===== src/rtl/float_multiplier_fp32_if.sv =====
// float_multiplier_fp32_if: operand/result bundle for the registered fp32 multiplier
interface float_multiplier_fp32_if;
  logic        valid_in;
  logic [31:0] a;
  logic [31:0] b;
  logic [31:0] result;
  logic        valid_out;
  modport master (output valid_in, a, b, input result, valid_out);
  modport slave (input valid_in, a, b, output result, valid_out);
endinterface


===== src/rtl/float_multiplier_fp32.sv =====
// float_multiplier_fp32: binary32 multiply, RNE rounding, flush-to-zero, one output register
module float_multiplier_fp32 (
  input  logic                    clk,
  input  logic                    rst_n,
  float_multiplier_fp32_if.slave  bus
);
  logic        s, a_zero, b_zero, a_inf, b_inf, a_nan, b_nan;
  logic        norm, guard, sticky, rnd, ovf, unf;
  logic [47:0] prod;
  logic [22:0] mant;
  logic [23:0] mant_r;
  logic [9:0]  e_n;
  logic [31:0] result_d, result_q;
  logic        valid_q;
  always_comb begin
    s      = bus.a[31] ^ bus.b[31];
    a_zero = bus.a[30:23] == 8'h00;
    b_zero = bus.b[30:23] == 8'h00;
    a_inf  = bus.a[30:23] == 8'hFF && bus.a[22:0] == 23'h0;
    b_inf  = bus.b[30:23] == 8'hFF && bus.b[22:0] == 23'h0;
    a_nan  = bus.a[30:23] == 8'hFF && bus.a[22:0] != 23'h0;
    b_nan  = bus.b[30:23] == 8'hFF && bus.b[22:0] != 23'h0;
    prod   = {24'h0, 1'b1, bus.a[22:0]} * {24'h0, 1'b1, bus.b[22:0]};
    norm   = prod[47];
    mant   = norm ? prod[46:24] : prod[45:23];
    guard  = norm ? prod[23] : prod[22];
    sticky = norm ? |prod[22:0] : |prod[21:0];
    rnd    = guard & (sticky | mant[0]);
    mant_r = {1'b0, mant} + {23'h0, rnd};
    // 10-bit two's complement exponent; bit 9 flags a negative (underflowed) value
    e_n    = {2'b0, bus.a[30:23]} + {2'b0, bus.b[30:23]} + {9'h0, norm} + {9'h0, mant_r[23]} - 10'd127;
    ovf    = !e_n[9] && e_n >= 10'd255;
    unf    = e_n[9] || e_n == 10'd0;
    result_d = (a_nan || b_nan || (a_inf && b_zero) || (b_inf && a_zero)) ? 32'h7FC00000 :
               (a_inf || b_inf)   ? {s, 8'hFF, 23'h0} :
               (a_zero || b_zero) ? {s, 31'h0} :
               ovf                ? {s, 8'hFF, 23'h0} :
               unf                ? {s, 31'h0} :
                                    {s, e_n[7:0], mant_r[22:0]};
  end
  always_ff @(posedge clk or negedge rst_n) begin
    if (!rst_n) begin
      result_q <= 32'h0;
      valid_q  <= 1'b0;
    end else begin
      valid_q <= bus.valid_in;
      if (bus.valid_in) result_q <= result_d;
    end
  end
  assign bus.result    = result_q;
  assign bus.valid_out = valid_q;
endmodule


===== src/flat_wrapper.sv =====
// flat-port wrapper written by rule: the top's interface ports become plain ports
module float_multiplier_fp32_flat 
  (clk, rst_n, bus_valid_in, bus_a, bus_b, bus_result, bus_valid_out);
  float_multiplier_fp32_if bus_i ();
  input  logic clk;
  input  logic rst_n;
  input wire logic [$bits(bus_i.valid_in)-1:0] bus_valid_in;
  input wire logic [$bits(bus_i.a)-1:0] bus_a;
  input wire logic [$bits(bus_i.b)-1:0] bus_b;
  output wire logic [$bits(bus_i.result)-1:0] bus_result;
  output wire logic [$bits(bus_i.valid_out)-1:0] bus_valid_out;
  assign bus_i.valid_in = bus_valid_in;
  assign bus_i.a = bus_a;
  assign bus_i.b = bus_b;
  assign bus_result = bus_i.result;
  assign bus_valid_out = bus_i.valid_out;
  float_multiplier_fp32 u_core (.clk(clk), .rst_n(rst_n), .bus(bus_i));
endmodule

===== config.mk =====
export PLATFORM = sky130hd
export DESIGN_NAME = float_multiplier_fp32_flat
export DESIGN_NICKNAME = d
export VERILOG_FILES = /design/src/rtl/float_multiplier_fp32_if.sv /design/src/rtl/float_multiplier_fp32.sv /design/src/flat_wrapper.sv
export SDC_FILE = /design/constraint.sdc
export NUM_CORES = 2
export LEC_CHECK = 0
export CORE_MARGIN = 4
export CORE_UTILIZATION = 50
export DETAILED_ROUTE_END_ITERATION = 8
export GPL_ROUTABILITY_DRIVEN = 0
export GPL_TIMING_DRIVEN = 0
export PLACE_DENSITY_LB_ADDON = 0.25
export SYNTH_ARGS = -nofsm -noshare
export SYNTH_HDL_FRONTEND = slang
export SYNTH_SLANG_ARGS = --single-unit

===== constraint.sdc =====
create_clock -name clk -period 1.2 [get_ports clk]
set_clock_uncertainty 0.2 [all_clocks]
set_input_delay 0.18 -clock clk [delete_from_list [all_inputs] [get_ports clk]]
set_output_delay 0.18 -clock clk [all_outputs]
set_load 0.02 [all_outputs]

==> reports/results.ini <==
[timing]
hold_viol_final=0
max_clock_freq_mhz=101
period_minus_slack_ns=9.88
fin_crit_sh_pct=823
worst_pin_slew_ns=0.748
slew_headroom_pct=49.7
timing.setup.tns_ns=-263.98
setup_viol=43
maxSlewViolCount=0
setup_ws_ns=-8.68
rsz0062_at_grt=yes

[yosys]
synth-seq-cells=33
synth_top_cell_area_share_pct=43.2
synth.area.top_cells=fa_1 43%, ha_1 10%, inv_1 10%, and2_1 6.9%, nand2_1 5.7%
syn-cell-area_sq_um=22400
synthArstFlopShare_pct=100
ys_warn_count=0
synth_edf_count=0
yosysMostFrequentCell=inv_1
syn-instance-count=2630
yosysTopAreaCell=fa_1
syn_area_per_cell_sq_um=8.53
ys_seq_area_share_pct=3.68
synth_top_flop_cell=dfrtp_1
yosys-top-cells-count=600 x inv_1, 484 x fa_1, 338 x nand2_1
synthDistinctLibCells=83
synthesis.nets=3367

[grt]
grt-ovfl-total=0
grt_pass1_vias=20703
antenna_found_initial=4
grt_pass1_wl_um=117000
grt_max_degree=21
grt.total_usage_pct=31.7

[critical_path]
setup.worst_path.start_class=input port
crit_required_ns=1.17
slowest_stage=fa_2
path_buf_inv=9
worstPathArrival_ns=9.85
crit_top_cell=fa_1
crit_family=adder cells
crit_type=input port to flop
crit_path_end_kind=flop
max_stage_delay_ns=0.65
crit_path_max_fanout=8

[worst_hold_path]
min_path_type=input port to asynchronous set/reset pin

[clock_tree]
htreeDepth=2
ctsHoldBuffers=0
clk_latency_ns=0.29
root_buffer=clkbuf_16
cts_buffers=5
clk_pin_slew_worst_paths_ns=0.05
cts_tree=built
clock_path_buffers=2
clock-sinks=33

[cells_and_area]
area_growth_pct=24.2
postLayoutCoreUtil_pct=62.9
drive_above_1_share_pct=19.6
fill_cells=3554
fin_cells=3464
nets=3607
design_area_sq_um=27900

[floorplan]
core_sq_um=44300
die_x_um=220
die_y_um=220
initial_utilization_pct=50.6
row_count=77
dieArea_sq_um=48300
ios=100

[flow_run]
drv_cap=0

[placed_design]
place_hpwl_um=61000
placed_cell_area_sq_um=24500
placed_cells=3321
portBuffers=98

[drt]
num_vias=19881
route.detailed.drc=0
finalWirelength_um=77000
avgViaCountPerCell=5.74
wire_per_inst_um=22.2
firstDrtPassIters=8
drt_iter0_drc=1835
ant_nets=0

[status]
outcome=complete, but fails checks
violations=negative setup slack

[placed cells by master, fill, tap and decap left out, types with 17 or more instances in the layout]
master / Yosys / final
buf_6: 1 / 81
nand2_1: 338 / 333
xor2_1: 23 / 17
inv_2: 0 / 26
clkbuf_8: 0 / 26
nand3_1: 24 / 21
clkbuf_16: 0 / 39
fa_2: 0 / 32
a21o_1: 21 / 21
a21oi_1: 71 / 54
and2_1: 247 / 226
and2_4: 1 / 22
nand4_1: 29 / 29
o21ai_0: 46 / 34
xnor2_1: 43 / 35
clkdlybuf4s50_1: 0 / 20
dfrtp_1: 33 / 33
buf_8: 0 / 23
fa_1: 484 / 452
inv_1: 600 / 567
buf_4: 4 / 132
nor2_1: 97 / 85
ha_1: 186 / 176
[registers in the layout (all words and copies together) (netlist names)]
| signal | count |
|---|---|
| u_core.bus.result | 32 |
| u_core.bus.valid_out | 1 |
[kinds of logic (layout without fill, tap and decap cells)]
group / Yosys count / count (layout) / share of synthesized area, %
and+or+nand+nor: 843 / 843 / 18.9
buffers and inverters: 732 / 973 / 12.5
adders and majority gates: 670 / 670 / 53.6
AOI/OAI and AO/OA: 280 / 280 / 8.54
xor gates and xnor gates: 66 / 66 / 2.58
DFF: 33 / 33 / 3.68
muxes: 6 / 6 / 0.273
other: 0 / 1 / 0
[worst paths after layout]
path / startpoint / to / slack, ns / cells after the start
worst max-delay path: bus_a[12] / u_core.bus.result[16] / -8.68 / 39
worst min-delay path: rst_n / u_core.bus.result[22] / 0.13 / 1
worst max register to register: u_core.bus.result[17] / u_core.bus.result[17] / -0.04 / 3
worst min register to register: u_core.bus.result[6] / u_core.bus.result[6] / 0.31 / 1
max in group asynchronous: rst_n / u_core.bus.result[1] / 0.13 / 2
min in group clk: u_core.bus.result[6] / u_core.bus.result[6] / 0.31 / 1
[area by class of cell]
class	instances	area [sq um]	share of cell area (%)
Antenna cell	1	2.50	0.00898
Tap cell	592	741	2.66
Clock buffer	8	136	0.490
Sequential cell	33	826	2.96
Timing Repair Buffer	239	2270	8.16
Multi-Input combinational cell	1865	19700	70.8
Inverter	604	2310	8.30
Buffer	122	1840	6.60
[per-layer routing]
layer	routed length [um]	global-route usage [%]
met5	22	0
met4	5950	17.0
met3	8340	8.03
met2	35000	51.1
met1	27700	39.4
[through the flow]
step	worst slack, ns	hold slack, ns
2_1_floorplan	-7.99	-0.316
3_3_place_gp	-10.80	0.267
3_5_place_dp	-10.93	0.279
4_1_cts	-8.59	0.143
5_1_grt	-8.97	0.174
6_report	-8.68	0.125
[worst register-to-register path: stages, from the launching register on]
cell	delay (ns)
dfrtp_1	0.40
buf_4	0.15
a22oi_2	0.25
o31ai_4	0.11
[repair_timing]
item                                    4_1_cts  5_1_grt
cloned                                        2        4
pin swaps                                    67       78
buffers inserted                             88       46
endpoints found under the setup margin       65       65
gates resized for setup                     791      182
Power is not shown: default switching activity piles up to over one toggle a cycle in this logic, so the estimate is an artifact.
